[src/rtl/ring_phase_monitor_if.sv]
// Bundle between the 3-bit one-hot ring counter and its phase monitor.
// The monitor sits on the slave modport; the ring/sequencer side uses master.
interface ring_phase_monitor_if #(
    parameter int CNT_W = 8
);
    logic             en;
    logic             clr_cnt;
    logic [2:0]       ring_q;
    logic [1:0]       phase;
    logic             valid;
    logic             rot_tick;
    logic [CNT_W-1:0] rot_cnt;
    logic             seq_err;
    logic [7:0]       err_cnt;
    logic             resync_req;

    modport master (
        output en, clr_cnt, ring_q,
        input  phase, valid, rot_tick, rot_cnt, seq_err, err_cnt, resync_req
    );

    modport slave (
        input  en, clr_cnt, ring_q,
        output phase, valid, rot_tick, rot_cnt, seq_err, err_cnt, resync_req
    );
endinterface

[src/rtl/ring_phase_monitor.sv]
// One-hot ring phase checker: decodes phase, counts rotations and faults, requests resync.
// All outputs registered, 1-cycle latency; no backpressure, en=0 freezes everything.
module ring_phase_monitor #(
    parameter int CNT_W     = 8,
    parameter int ERR_LIMIT = 2
) (
    input  logic                  clk,
    input  logic                  rst,
    ring_phase_monitor_if.slave   mon
);
    typedef enum logic [1:0] {IDLE, TRACK, FAULT} state_t;

    localparam logic [3:0] LIMIT = ERR_LIMIT[3:0];

    state_t           state_q,    state_d;
    logic [2:0]       prev_q,     prev_d;
    logic [3:0]       consec_q,   consec_d;
    logic [1:0]       phase_q,    phase_d;
    logic             valid_q,    valid_d;
    logic             rot_tick_q, rot_tick_d;
    logic [CNT_W-1:0] rot_cnt_q,  rot_cnt_d;
    logic             seq_err_q,  seq_err_d;
    logic [7:0]       err_cnt_q,  err_cnt_d;
    logic             resync_q,   resync_d;

    logic       legal;
    logic [2:0] succ;
    logic [1:0] dec_phase;

    assign legal = (mon.ring_q == 3'b100) || (mon.ring_q == 3'b010) || (mon.ring_q == 3'b001);
    // Ring rotates the hot bit right: 100 -> 010 -> 001 -> 100.
    assign succ  = {prev_q[0], prev_q[2:1]};

    always_comb begin
        dec_phase = 2'd3;
        case (mon.ring_q)
            3'b100:  dec_phase = 2'd0;
            3'b010:  dec_phase = 2'd1;
            3'b001:  dec_phase = 2'd2;
            default: dec_phase = 2'd3;
        endcase
    end

    always_comb begin
        state_d    = state_q;
        prev_d     = prev_q;
        consec_d   = consec_q;
        phase_d    = phase_q;
        valid_d    = valid_q;
        rot_tick_d = 1'b0;
        rot_cnt_d  = rot_cnt_q;
        seq_err_d  = 1'b0;
        err_cnt_d  = err_cnt_q;
        resync_d   = resync_q;

        if (mon.en) begin
            phase_d = dec_phase;
            case (state_q)
                IDLE: begin
                    if (legal) begin
                        prev_d  = mon.ring_q;
                        state_d = TRACK;
                    end
                end
                TRACK: begin
                    if (legal && (mon.ring_q == succ)) begin
                        prev_d   = mon.ring_q;
                        consec_d = 4'd0;
                        if (prev_q == 3'b001) begin
                            rot_tick_d = 1'b1;
                            rot_cnt_d  = rot_cnt_q + CNT_W'(1);
                        end
                    end else begin
                        seq_err_d = 1'b1;
                        if (err_cnt_q != 8'hFF) begin
                            err_cnt_d = err_cnt_q + 8'd1;
                        end
                        consec_d = consec_q + 4'd1;
                        if (legal) begin
                            prev_d = mon.ring_q;
                        end
                        if (consec_d >= LIMIT) begin
                            state_d = FAULT;
                        end
                    end
                end
                FAULT: begin
                    if (mon.ring_q == 3'b100) begin
                        prev_d   = 3'b100;
                        consec_d = 4'd0;
                        state_d  = TRACK;
                    end
                end
                default: state_d = IDLE;
            endcase

            // Clear wins over the count update but leaves the event pulses intact.
            if (mon.clr_cnt) begin
                rot_cnt_d = '0;
                err_cnt_d = 8'd0;
            end

            valid_d  = legal && (state_d == TRACK);
            resync_d = (state_d == FAULT);
        end
    end

    always_ff @(posedge clk) begin
        if (rst) begin
            state_q    <= IDLE;
            prev_q     <= 3'b000;
            consec_q   <= 4'd0;
            phase_q    <= 2'd3;
            valid_q    <= 1'b0;
            rot_tick_q <= 1'b0;
            rot_cnt_q  <= '0;
            seq_err_q  <= 1'b0;
            err_cnt_q  <= 8'd0;
            resync_q   <= 1'b0;
        end else begin
            state_q    <= state_d;
            prev_q     <= prev_d;
            consec_q   <= consec_d;
            phase_q    <= phase_d;
            valid_q    <= valid_d;
            rot_tick_q <= rot_tick_d;
            rot_cnt_q  <= rot_cnt_d;
            seq_err_q  <= seq_err_d;
            err_cnt_q  <= err_cnt_d;
            resync_q   <= resync_d;
        end
    end

    assign mon.phase      = phase_q;
    assign mon.valid      = valid_q;
    assign mon.rot_tick   = rot_tick_q;
    assign mon.rot_cnt    = rot_cnt_q;
    assign mon.seq_err    = seq_err_q;
    assign mon.err_cnt    = err_cnt_q;
    assign mon.resync_req = resync_q;
endmodule

[src/flat_wrapper.sv]
// flat-port wrapper written by rule: the top's interface ports become plain ports
module ring_phase_monitor_flat 
#(
    parameter int CNT_W     = 8,
    parameter int ERR_LIMIT = 2
)
  (clk, rst, mon_en, mon_clr_cnt, mon_ring_q, mon_phase, mon_valid, mon_rot_tick, mon_rot_cnt, mon_seq_err, mon_err_cnt, mon_resync_req);
  ring_phase_monitor_if #(.CNT_W(CNT_W)) mon_i ();
  input  logic clk;
  input  logic rst;
  input wire logic [$bits(mon_i.en)-1:0] mon_en;
  input wire logic [$bits(mon_i.clr_cnt)-1:0] mon_clr_cnt;
  input wire logic [$bits(mon_i.ring_q)-1:0] mon_ring_q;
  output wire logic [$bits(mon_i.phase)-1:0] mon_phase;
  output wire logic [$bits(mon_i.valid)-1:0] mon_valid;
  output wire logic [$bits(mon_i.rot_tick)-1:0] mon_rot_tick;
  output wire logic [$bits(mon_i.rot_cnt)-1:0] mon_rot_cnt;
  output wire logic [$bits(mon_i.seq_err)-1:0] mon_seq_err;
  output wire logic [$bits(mon_i.err_cnt)-1:0] mon_err_cnt;
  output wire logic [$bits(mon_i.resync_req)-1:0] mon_resync_req;
  assign mon_i.en = mon_en;
  assign mon_i.clr_cnt = mon_clr_cnt;
  assign mon_i.ring_q = mon_ring_q;
  assign mon_phase = mon_i.phase;
  assign mon_valid = mon_i.valid;
  assign mon_rot_tick = mon_i.rot_tick;
  assign mon_rot_cnt = mon_i.rot_cnt;
  assign mon_seq_err = mon_i.seq_err;
  assign mon_err_cnt = mon_i.err_cnt;
  assign mon_resync_req = mon_i.resync_req;
  ring_phase_monitor #(.CNT_W(CNT_W), .ERR_LIMIT(ERR_LIMIT)) u_core (.clk(clk), .rst(rst), .mon(mon_i));
endmodule
[config.mk]
export PLATFORM = sky130hd
export DESIGN_NAME = ring_phase_monitor_flat
export DESIGN_NICKNAME = d
export VERILOG_FILES = /design/src/rtl/ring_phase_monitor_if.sv /design/src/rtl/ring_phase_monitor.sv /design/src/flat_wrapper.sv
export SDC_FILE = /design/constraint.sdc
export NUM_CORES = 1
export LEC_CHECK = 0
export CORE_AREA = 2 2 80 82
export CTS_CLUSTER_DIAMETER = 30
export DETAILED_ROUTE_END_ITERATION = 16
export DIE_AREA = 0 0 82 84
export HOLD_SLACK_MARGIN = 0.15
export SETUP_SLACK_MARGIN = 0.15
export SLEW_MARGIN = 20
export SYNTH_ARGS = -nofsm -noshare
export SYNTH_HDL_FRONTEND = slang
export SYNTH_SLANG_ARGS = --single-unit
[constraint.sdc]
create_clock -name clk -period 4.6 [get_ports clk]
set_clock_uncertainty 0.15 [all_clocks]
set_input_delay 0.92 -clock clk [delete_from_list [all_inputs] [get_ports clk]]
set_output_delay 0.92 -clock clk [all_outputs]
set_load 0.05 [all_outputs]
---- Word-level counts from Yosys, hierarchy flattened ----
Cells that the tools add are included.
operators by class
  reduce and logical (&&, ||, !) cells .... 17
  mux-type cells .......................... 24
  $lt $le $gt $ge ......................... 1
  $add $sub $neg .......................... 3
  eq/ne operators ......................... 12
  bitwise gates (word level) .............. 3
operators by type and width
  cell                                                                   number
  8-bit two-way mux                                                      8
  8-bit by 1-bit adder with 8-bit output, second input constant          2
  2-bit one-hot mux with 3 select lines                                  2
  2-bit two-way mux                                                      5
  2-bit nonzero test                                                     5
  3-bit two-way mux                                                      3
  3-bit one-hot mux with 3 select lines                                  1
  4-bit two-way mux                                                      2
  8-bit != test, second input constant                                   1
  4-bit one-hot mux with 2 select lines                                  1
  4-bit AND reduction                                                    2
  3-bit by 1-bit equality test with 1-bit output, second input constant  2
  3-bit AND reduction                                                    2
  4-bit by 1-bit adder with 4-bit output, second input constant          1
  2-bit by 1-bit equality test with 1-bit output, second input constant  2
  2-bit equality test, second input constant                             2
  4-bit by 2-bit >= comparator with 1-bit output, second input constant  1
  4-bit OR reduction                                                     1
  3-bit by 2-bit equality test with 1-bit output, second input constant  1
  3-bit equality test                                                    1
  3-bit equality test, second input constant                             1
  1-bit NOT                                                              3
  3-bit nonzero test                                                     1
  3-bit OR reduction                                                     1
  6 further kinds                                                        9
word-level totals
  word-level logic and storage cells ...... 70
  register bits after elaboration ......... 31
  output and inout port bits .............. 22
  bits of input ports ..................... 7

---- Longest topological paths before layout ----
  word-level depth ........................ 9
  gate-level depth with buffers ........... 8
  mapped depth without buffers ............ 7

---- Worst setup path before layout ----
Ideal clock, no wire load.
  path type ............................... input -> register
  start point ............................. input mon_ring_q[1]
  end point ............................... register u_core.rot_cnt_q[7], in the netlist u_core.mon.rot_cnt[7]
  arrival ................................. 2.350 ns
  buffers on the path ..................... 1
  setup slack ............................. 2.030 ns
  stages on the path ...................... 6
  cell sequence ........................... buf_2 -> nor3b_4 -> and3_4 -> a41oi_4 -> or4_1 -> a21oi_1
between the ends
  word-level cells in the longest chain between the ends .. 6
  elaborated cells between the ends (all ways) .. 9
  classes of those cells .................. 4 x eq/ne; 5 x reduce/logical
ends and longest elaborated chain
  element                                                                                line                       RTL
  start, declared                                                                        flat_wrapper.sv:13         input wire logic [$bits(mon_i.ring_q)-1:0] mon_ring_q;
  3-bit equality test or 3-bit by 2-bit equality test with 1-bit output (tied branches)  ring_phase_monitor.sv:30   assign legal = (mon.ring_q == 3'b100) || (mon.ring_q == 3'b010) || (mon.ring_q == 3'b001);
  1-bit logical OR (2 in series)                                                         ring_phase_monitor.sv:30
  1-bit logical AND (*)                                                                  ring_phase_monitor.sv:66   if (legal && (mon.ring_q == succ)) begin
  2-bit nonzero test (no line) (*)                                                       n/a
  4-bit AND reduction (no line) (*)                                                      n/a
  end signal, assigned                                                                   ring_phase_monitor.sv:127  rot_cnt_q <= rot_cnt_d;
  end, declared                                                                          ring_phase_monitor.sv:21   logic [CNT_W-1:0] rot_cnt_q, rot_cnt_d;
Mark *: on every way between the ends. The rest lies on a longest branch, timed or not.
A chain may end at the register's enable or synchronous reset.

---- Worst setup path after layout ----
  start point ............................. input mon_ring_q[1]
  end point ............................... register u_core.err_cnt_q[5], in the netlist u_core.mon.err_cnt[5]
between the ends
  word-level cells in the longest chain between the ends .. 6
  elaborated cells between the ends (all ways) .. 9
  classes of those cells .................. 5 x eq/ne; 4 x reduce/logical
ends and longest elaborated chain
  element                                                                                line                       RTL
  3-bit equality test or 3-bit by 2-bit equality test with 1-bit output (tied branches)  ring_phase_monitor.sv:30
  1-bit logical OR (2 in series)                                                         ring_phase_monitor.sv:30
  1-bit logical AND (*)                                                                  ring_phase_monitor.sv:66
  2-bit != test (no line) (*)                                                            n/a
  4-bit AND reduction (no line) (*)                                                      n/a
  end signal, assigned                                                                   ring_phase_monitor.sv:129  err_cnt_q <= err_cnt_d;
  end, declared                                                                          ring_phase_monitor.sv:23   logic [7:0] err_cnt_q, err_cnt_d;
Marked as above.

==> metrics.txt <==
DRC errors left=0; relative area change from synthesis to final layout=25.50%; buffers inserted during post-CTS setup optimization=0; Diodes inserted=0; Final Setup Violations=0; area share of the largest cell type after synthesis=35.63%; maximum count of clock buffers along a single path=2; gp weighted congestion=0.8314; count of standard-cell rows=29; largest net degree at the start of global routing=19; DR vias/cell=5.182; count of distinct cell types in the synthesized netlist=48; dpl hpwl=2.944 mm; share of synthesized area occupied by flip-flops and latches=35.63%; number of enable flip-flop cells after synthesis=0; maximum fanout along the worst path=16; die boundary width=82 µm; source-to-sink clock delay at the later pin of the worst-skew pair=0.28 ns; unrepaired setup endpoints after global routing=false; pre-CTS setup slack=1.123 ns; data arrival time at the worst-slack endpoint=3.25 ns; netlist area before placement=0.001742 mm²; wire length of the first global-routing pass=6.789 mm; Port Buffers=28; simple-gate area share of the yosys netlist=30.24%; initial antenna violation count=0; Iteration-0 DRC Markers=68; worst-case reg-to-reg path depth=6; number of pins with negative max-slew slack in the final report=0; I/O Pins=29; critical path start-end classification=input pin to flip-flop; CTS tree=built; part of the cycle the worst path needs=69.27%; source of the worst register-to-register timing path=u_core.state_q[1]; 1st-pass router iterations=4; remaining global-route overflow=0; Maximum Capacitance Violations=0; adder-cell area share of the yosys netlist=5.747%; vias in the first global route=1500; number of vias after detailed routing=1627; nets=251; master cell of the clock root buffer=sky130_fd_sc_hd__clkbuf_8; worst rel slew slack=51.91%; Req. time, crit path=4.66 ns; Num CTS Buffers=5; result of the run=finished, final reports clean; Clk pin slew, worst setup/hold paths=0.06 ns; maximum VDD drop=0.1242 mV; number of gates resized after cts=0; number of warning messages in the yosys log=0; multiplexer share of the synthesized area=0%; worst setup slack after layout=1.413 ns; cells after synthesis=209; min cycle time layout=3.187 ns; total routing resource utilization after global routing=12.53%; largest family of logic cells by synthesized area=simple AND/OR/NAND/NOR gates; share of async-settable or async-resettable flops after synthesis=0%; cell accounting for the most synthesized area=sky130_fd_sc_hd__dfxtp_1; final hold viol count=0; total power=0.0005940 W; end of the critical path=u_core.mon.err_cnt[5]; post-synthesis average cell area=8.333 µm²; height of the die=84 µm; r2r endpoint=u_core.mon.err_cnt[5]; leakage power=0.7235 nW; number of routed nets with antenna violations=0; cts-stage hold buffer count=0; predominant post-synthesis flop cell=sky130_fd_sc_hd__dfxtp_1; Floorplan Core Area=0.006096 mm²; initial cell density of the core=28.57%; beginning of the critical path=mon_ring_q[1]; Worst setup EP type=flip-flop; top area cells in the synthesized netlist=sky130_fd_sc_hd__dfxtp_1 36%, sky130_fd_sc_hd__ha_1 5.7%, sky130_fd_sc_hd__a21oi_1 4.6%, sky130_fd_sc_hd__nor2_1 3.9%, sky130_fd_sc_hd__o21ai_0 3.4%; Synthesized Nets=224; average routed wire per standard cell=12.83 µm; highest clock frequency the design can meet=313.8 MHz; number of H-tree levels=2; pin slew with the least headroom to its limit=0.7191 ns; compound-gate portion of the synthesized area=22.84%; count of clock tree sinks=31; startpoint class of the critical path=input pin; Final Routed Wirelength=4.029 mm; number of synthesized register bits=31; xor/xnor cell area share of the yosys netlist=1.509%; setup total negative slack=0 ns; Die Outline Area=0.006888 mm²; path class of the lowest-slack min-delay path=flip-flop to flip-flop; FF-to-FF setup slack=2.08 ns; areal power density over the cells=271.8 mW/mm²; fraction of layout cells with a size suffix above 1=6.329%
-- state kept, by name (all words and copies together), names as in the netlist --
name / flops
u_core.prev_q: 3
u_core.mon.rot_cnt: 8
u_core.state_q: 2
u_core.mon.phase: 2
u_core.mon.rot_tick: 1
u_core.mon.resync_req: 1
u_core.mon.seq_err: 1
u_core.mon.err_cnt: 8
u_core.consec_q: 4
u_core.mon.valid: 1
-- worst min-delay path by stage --
stage	start	to	cells past startpoint
after detailed placement	u_core.mon.phase[0]	u_core.mon.phase[0]	2
final	u_core.mon.rot_cnt[7]	u_core.mon.rot_cnt[7]	2
after global placement	u_core.mon.phase[0]	u_core.mon.phase[0]	2
after CTS	u_core.mon.phase[0]	u_core.mon.phase[0]	2
after global routing	u_core.mon.rot_cnt[7]	u_core.mon.rot_cnt[7]	2
after floorplan	u_core.prev_q[2]	u_core.prev_q[2]	2
-- final cells by class --
| cell class | instances | area [µm²] |
|---|---|---|
| multi-input combinational | 160 | 1051 |
| fill | 651 | 3910 |
| clock buffer | 8 | 100.1 |
| timing repair buffer | 28 | 280.3 |
| tap | 77 | 96.34 |
| sequential | 31 | 620.6 |
| inverter | 10 | 37.54 |
-- power by group --
| group | switching [W] | internal [W] |
|---|---|---|
| clock network | 0.0000993 | 0.000136 |
| logic | 0.0000494 | 0.0000309 |
| registers | 0.00000488 | 0.000273 |
-- metal layers --
layer	up-vias	track usage, %	part of all wire (%)
li1	838	-	-
met1	756	16.07	49
met3	6	4.329	3.8
met4	0	4.545	1.9
met2	27	19.22	45
met5	-	0	0
-- logic make-up (layout without fill, tap and decap cells) --
family / Yosys count / count (layout)
and+or+nand+nor: 91 / 91
adders and majority gates: 8 / 8
DFF: 31 / 31
buffers and inverters: 18 / 46
AOI/OAI and AO/OA: 58 / 58
xor gates and xnor gates: 3 / 3
-- placed cells by master (no fill, tap or decap), types with 2 or more instances in the layout --
master / synthesis / routed
sky130_fd_sc_hd__nand3_1: 11 / 11
sky130_fd_sc_hd__nor4bb_1: 4 / 4
sky130_fd_sc_hd__nand2_1: 15 / 15
sky130_fd_sc_hd__or3_1: 7 / 7
sky130_fd_sc_hd__and4_1: 2 / 2
sky130_fd_sc_hd__ha_1: 8 / 8
sky130_fd_sc_hd__nor2_1: 18 / 18
sky130_fd_sc_hd__clkdlybuf4s50_1: 0 / 28
sky130_fd_sc_hd__and3_1: 3 / 3
sky130_fd_sc_hd__dfxtp_1: 31 / 31
sky130_fd_sc_hd__nand2b_1: 5 / 5
sky130_fd_sc_hd__o21a_1: 3 / 3
sky130_fd_sc_hd__clkbuf_8: 0 / 7
sky130_fd_sc_hd__o21ai_0: 12 / 12
sky130_fd_sc_hd__a211oi_1: 4 / 4
sky130_fd_sc_hd__and2_1: 3 / 3
sky130_fd_sc_hd__nor2b_1: 2 / 2
sky130_fd_sc_hd__or4_1: 7 / 7
sky130_fd_sc_hd__inv_1: 10 / 10
sky130_fd_sc_hd__a31o_2: 3 / 3
sky130_fd_sc_hd__o31ai_1: 6 / 6
sky130_fd_sc_hd__xnor2_1: 2 / 2
sky130_fd_sc_hd__nand4_1: 5 / 5
sky130_fd_sc_hd__a21oi_1: 16 / 16
-- Yosys cell counts (5+ instances only) --
cell                       instances
sky130_fd_sc_hd__dfxtp_1          31
sky130_fd_sc_hd__nor2_1           18
sky130_fd_sc_hd__a21oi_1          16
sky130_fd_sc_hd__nand2_1          15
sky130_fd_sc_hd__o21ai_0          12
sky130_fd_sc_hd__nand3_1          11
sky130_fd_sc_hd__inv_1            10
sky130_fd_sc_hd__ha_1              8
sky130_fd_sc_hd__or3_1             7
sky130_fd_sc_hd__or4_1             7
sky130_fd_sc_hd__clkbuf_1          6
sky130_fd_sc_hd__o31ai_1           6
sky130_fd_sc_hd__nand2b_1          5
sky130_fd_sc_hd__nand4_1           5
-- worst max-delay path, stage by stage --
cell and delay [ns]:
sky130_fd_sc_hd__clkdlybuf4s50_1 0.60, sky130_fd_sc_hd__nor4bb_1 0.24, sky130_fd_sc_hd__o21ai_1 0.25, sky130_fd_sc_hd__nand4_1 0.46, sky130_fd_sc_hd__or4_1 0.62, sky130_fd_sc_hd__a21oi_1 0.14
-- stage by stage --
| step | util, % | hold WS [ns] | cells | cell area, µm² |
|---|---|---|---|---|
| finish | 35.86 | 0.3367 | 314 | 2186 |
| global placement | 34.22 | 0.3150 | 306 | 2086 |
| global route | 35.86 | 0.3543 | 314 | 2186 |
| detailed placement | 34.22 | 0.3166 | 306 | 2086 |
| CTS | 35.86 | 0.3387 | 314 | 2186 |
| floorplan | - | 0.3393 | 209 | 1742 |
(Power assumes the default switching activity.)
==> patch 1: new RTL, same settings <==
Reset style: asynchronous (`rst`), changed in one clocked block.
--- a/src/rtl/ring_phase_monitor.sv
+++ b/src/rtl/ring_phase_monitor.sv
@@ -105,7 +105,7 @@
         end
     end
 
-    always_ff @(posedge clk) begin
+    always_ff @(posedge clk or posedge rst) begin
         if (rst) begin
             state_q    <= IDLE;
             prev_q     <= 3'b000;
Behaviour: differs if rst is asserted again (counterexample within 4 cycles, from zero or initial values and one cycle with rst high); with rst held inactive, the same outputs for 10 cycles.
==> patch 1 against the unedited design <==
Setup slack improved by 0.061 ns. Area after synthesis rose by 9.7%. Die area did not move. Utilization rose by 2.4 points. Sequential cell count did not move. Count of clock-buffer cells in the layout fell by 3. Routed wire length fell by 0.77%. Cell area rose by 6.8%. Via count fell by 4.4%. Global-route usage rose by 0.55 points. Critical path type unchanged.
Power is not compared: it rests on default switching activity, and its combinational part moved more than twofold at a synthesized area within 25%.
==> patch 1: results (changes against the unedited design) <==
* Initial DRC count at 33 (was 68)
* Critical Path Start: mon_ring_q[2] (was mon_ring_q[1])
* Post-synthesis mux area share at 2.23% (was 0%)
* GP Congestion at 0.815 (was 0.831)
* Status: finished, final reports clean (unchanged)
* M1 GR Usage at 18.2% (was 16.1%)
* FF-to-FF setup slack at 2.31 ns (was 2.08 ns)
* Syn Nets at 218 (was 224)
* Worst r2r src: u_core.state_q[1] (unchanged)
* Routed length on met1 at 1.98 mm (was 1.97 mm)
* Layout net count at 246 (was 251)
* Tmin final at 3.13 ns (was 3.19 ns)
* Worst setup path end: u_core.mon.err_cnt[5] (unchanged)
* Adder-cell share of the synthesized area at 5.24% (was 5.75%)
* Area of the multi-input gates at 1040 um^2 (was 1050 um^2)
* Vias in the first global route at 1541 (was 1500)
* Sequential fraction of the synthesis area at 40.7% (was 35.6%)
* Placement Setup Slack at 1.19 ns (was 1.12 ns)
* Reg2Reg Capture Point: u_core.mon.rot_cnt[1] (was u_core.mon.err_cnt[5])
* Routed WL at 4.00 mm (was 4.03 mm)
* Post-detail-place hpwl at 2.88 mm (was 2.94 mm)
* Hold Startpoint: u_core.mon.phase[1] (was u_core.mon.rot_cnt[7])
* Grt met3 use at 4.00% (was 4.33%)
* Crit path DAT at 3.18 ns (was 3.25 ns)
* Distinct cell type count after synthesis at 52 (was 48)
* First-pass GRT wire length at 7.09 mm (was 6.79 mm)
* Metal3 WL at 146 um (was 155 um)
* Area fraction in compound gates after synthesis at 18.4% (was 22.8%)
==> patch 1: cell count changes in the layout (fill, tap and decap cells not counted), sizes merged, moves of 4 or more <==
cell | unedited run | this run
a21o | 0 | 4
dfrtp | 0 | 29
dfxtp | 31 | 0
nand2 | 15 | 19
nor2 | 18 | 11
or4 | 7 | 2
==> patch 1: report_power, final <==
| group | leakage [nW] | internal, mW | switching (mW) |
|---|---|---|---|
| clock | 0.0477 | 0.103 | 0.104 |
| sequential | 0.412 | 0.326 | 0.0740 |
| combinational | 0.481 | 0.160 | 0.235 |
| total | 0.941 | 0.589 | 0.413 |
==> patch 1: worst reg2reg max path: stages, from the launching register on <==
cell and delay (ns):
dfrtp_1 0.43, inv_1 0.10, ha_1 0.32, nand2_1 0.12, or3_1 0.48, nor3_1 0.40, o21ai_0 0.16
==> patch 1: area by class of cell <==
type	instances	share of cell area [%]
clock buffer	5	2.95
clock inverter	3	0.643
inverter	12	1.93
multi-input combinational	152	44.7
sequential	31	33.4
tap	77	4.13
timing repair buffer	29	12.3
==> patch 2: new RTL, same settings <==
Made on the original files. `CNT_W` is set to 8 in 3 places; all go to 6.
--- a/src/rtl/ring_phase_monitor_if.sv
+++ b/src/rtl/ring_phase_monitor_if.sv
@@ -1,7 +1,7 @@
 // Bundle between the 3-bit one-hot ring counter and its phase monitor.
 // The monitor sits on the slave modport; the ring/sequencer side uses master.
 interface ring_phase_monitor_if #(
-    parameter int CNT_W = 8
+    parameter int CNT_W = 6
 );
     logic             en;
     logic             clr_cnt;
--- a/src/rtl/ring_phase_monitor.sv
+++ b/src/rtl/ring_phase_monitor.sv
@@ -1,7 +1,7 @@
 // One-hot ring phase checker: decodes phase, counts rotations and faults, requests resync.
 // All outputs registered, 1-cycle latency; no backpressure, en=0 freezes everything.
 module ring_phase_monitor #(
-    parameter int CNT_W     = 8,
+    parameter int CNT_W     = 6,
     parameter int ERR_LIMIT = 2
 ) (
     input  logic                  clk,
--- a/src/flat_wrapper.sv
+++ b/src/flat_wrapper.sv
@@ -1,7 +1,7 @@
 // flat-port wrapper written by rule: the top's interface ports become plain ports
 module ring_phase_monitor_flat 
 #(
-    parameter int CNT_W     = 8,
+    parameter int CNT_W     = 6,
     parameter int ERR_LIMIT = 2
 )
   (clk, rst, mon_en, mon_clr_cnt, mon_ring_q, mon_phase, mon_valid, mon_rot_tick, mon_rot_cnt, mon_seq_err, mon_err_cnt, mon_resync_req);
Interface: changed (resized mon_rot_cnt); port bits go from 29 to 27. No check against the original RTL was run, so the function may have changed too.
==> patch 2 against the unedited design <==
Via count shrank 4.1%. Non-clock buffer count did not move. Register-to-register slack gained 0.07 ns. Sequential cell count is 2 lower. Routed wire length fell by 3.5%. Setup slack worse by 0.033 ns. Area after synthesis down 0.57%. Total power down 3.7%. Cell area down 3.0%. Synthesized cell count down 2.4%. Highest routed layer unchanged.
==> patch 2: results (changes against the unedited design) <==
* Worst setup path end: u_core.mon.err_cnt[4] (was u_core.mon.err_cnt[5])
* Main area contributors after synthesis: dfxtp_1 34%, ha_1 5.8%, a21oi_1 5.2%, nor2_1 4.1%, nand2b_1 3.3% (was dfxtp_1 36%, ha_1 5.7%, a21oi_1 4.6%, nor2_1 3.9%, o21ai_0 3.4%)
* Syn Nets at 219 (was 224)
* Area of the multi-input gates at 1040 um^2 (was 1050 um^2)
* Hold path endpoint: u_core.mon.valid (was u_core.mon.rot_cnt[7])
* Lkg Pwr at 0.697 nW (was 0.724 nW)
* Reg2Reg Capture Point: u_core.mon.rot_cnt[5] (was u_core.mon.err_cnt[5])
* Placement Setup Slack at 1.11 ns (was 1.12 ns)
* Placed cells at 296 (was 306)
* Clock buffer count at 7 (was 8)
* Layout fillers at 637 (was 651)
* Crit path DAT at 3.28 ns (was 3.25 ns)
* Vias at 1561 (was 1627)
* Met2 Wirelength at 1.77 mm (was 1.83 mm)
* Worst hold slack at 0.322 ns (was 0.337 ns)
* Routed WL at 3.89 mm (was 4.03 mm)
* Reg2reg path depth at 7 (was 6)
* Buffers on Ports at 26 (was 28)
* Largest net degree at the start of global routing at 23 (was 19)
* Grt met3 use at 3.90% (was 4.33%)
* Slew at the pin closest to its max-slew limit at 0.616 ns (was 0.719 ns)
* CP max stage delay at 0.69 ns (was 0.62 ns)
* Design Area, Final at 2120 um^2 (was 2190 um^2)
* Vias in the first global route at 1517 (was 1500)
* Initial DRC count at 58 (was 68)
* Synth cell count leaders: 29 x dfxtp_1, 19 x nor2_1, 18 x a21oi_1 (was 31 x dfxtp_1, 18 x nor2_1, 16 x a21oi_1)
* Multi-input gates at 156 (was 160)
* Hold Startpoint: u_core.mon.valid (was u_core.mon.rot_cnt[7])
* DP Area at 2020 um^2 (was 2090 um^2)
* Sequential fraction of the synthesis area at 33.5% (was 35.6%)
* Post-detail-place hpwl at 2.68 mm (was 2.94 mm)
* Seq area share at 27.4% (was 28.4%)
* GRT Util Overall at 12.4% (was 12.5%)
* Status: finished, final reports clean (unchanged)
* Routed length on met1 at 1.93 mm (was 1.97 mm)
* FF-to-FF setup slack at 2.15 ns (was 2.08 ns)
* Data buffer area share at 13.0% (was 12.8%)
* Seq_cells at 29 (was 31)
* Layout net count at 241 (was 251)
-- patch 2: power by group through the flow --
stage | registers, mW | clock network (mW) | logic [mW]
2_1_floorplan | 0.270 | 0 | 0.0535
3_3_place_gp | 0.265 | 0 | 0.0748
3_5_place_dp | 0.265 | 0 | 0.0750
4_1_cts | 0.260 | 0.246 | 0.0755
5_1_grt | 0.261 | 0.255 | 0.0834
6_report | 0.260 | 0.237 | 0.0754
-- patch 2: cell families after synthesis --
| family | after synthesis | synth area share (%) |
|---|---|---|
| multiplexers | 2 | 1.16 |
| AO/OA/AOI/OAI | 56 | 22.0 |
| AND/OR/NAND/NOR | 86 | 29.3 |
| adder cells (fa/ha/maj) | 8 | 5.78 |
| XOR/XNOR | 4 | 2.02 |
| buffers and inverters | 19 | 6.21 |
| flip-flops | 29 | 33.5 |
-- patch 2: critical path: cells and delay by family --
family	cells	cell delay, ns
AO/OA/AOI/OAI	2	0.37
AND/OR/NAND/NOR	3	1.29
buffers and inverters	1	0.69
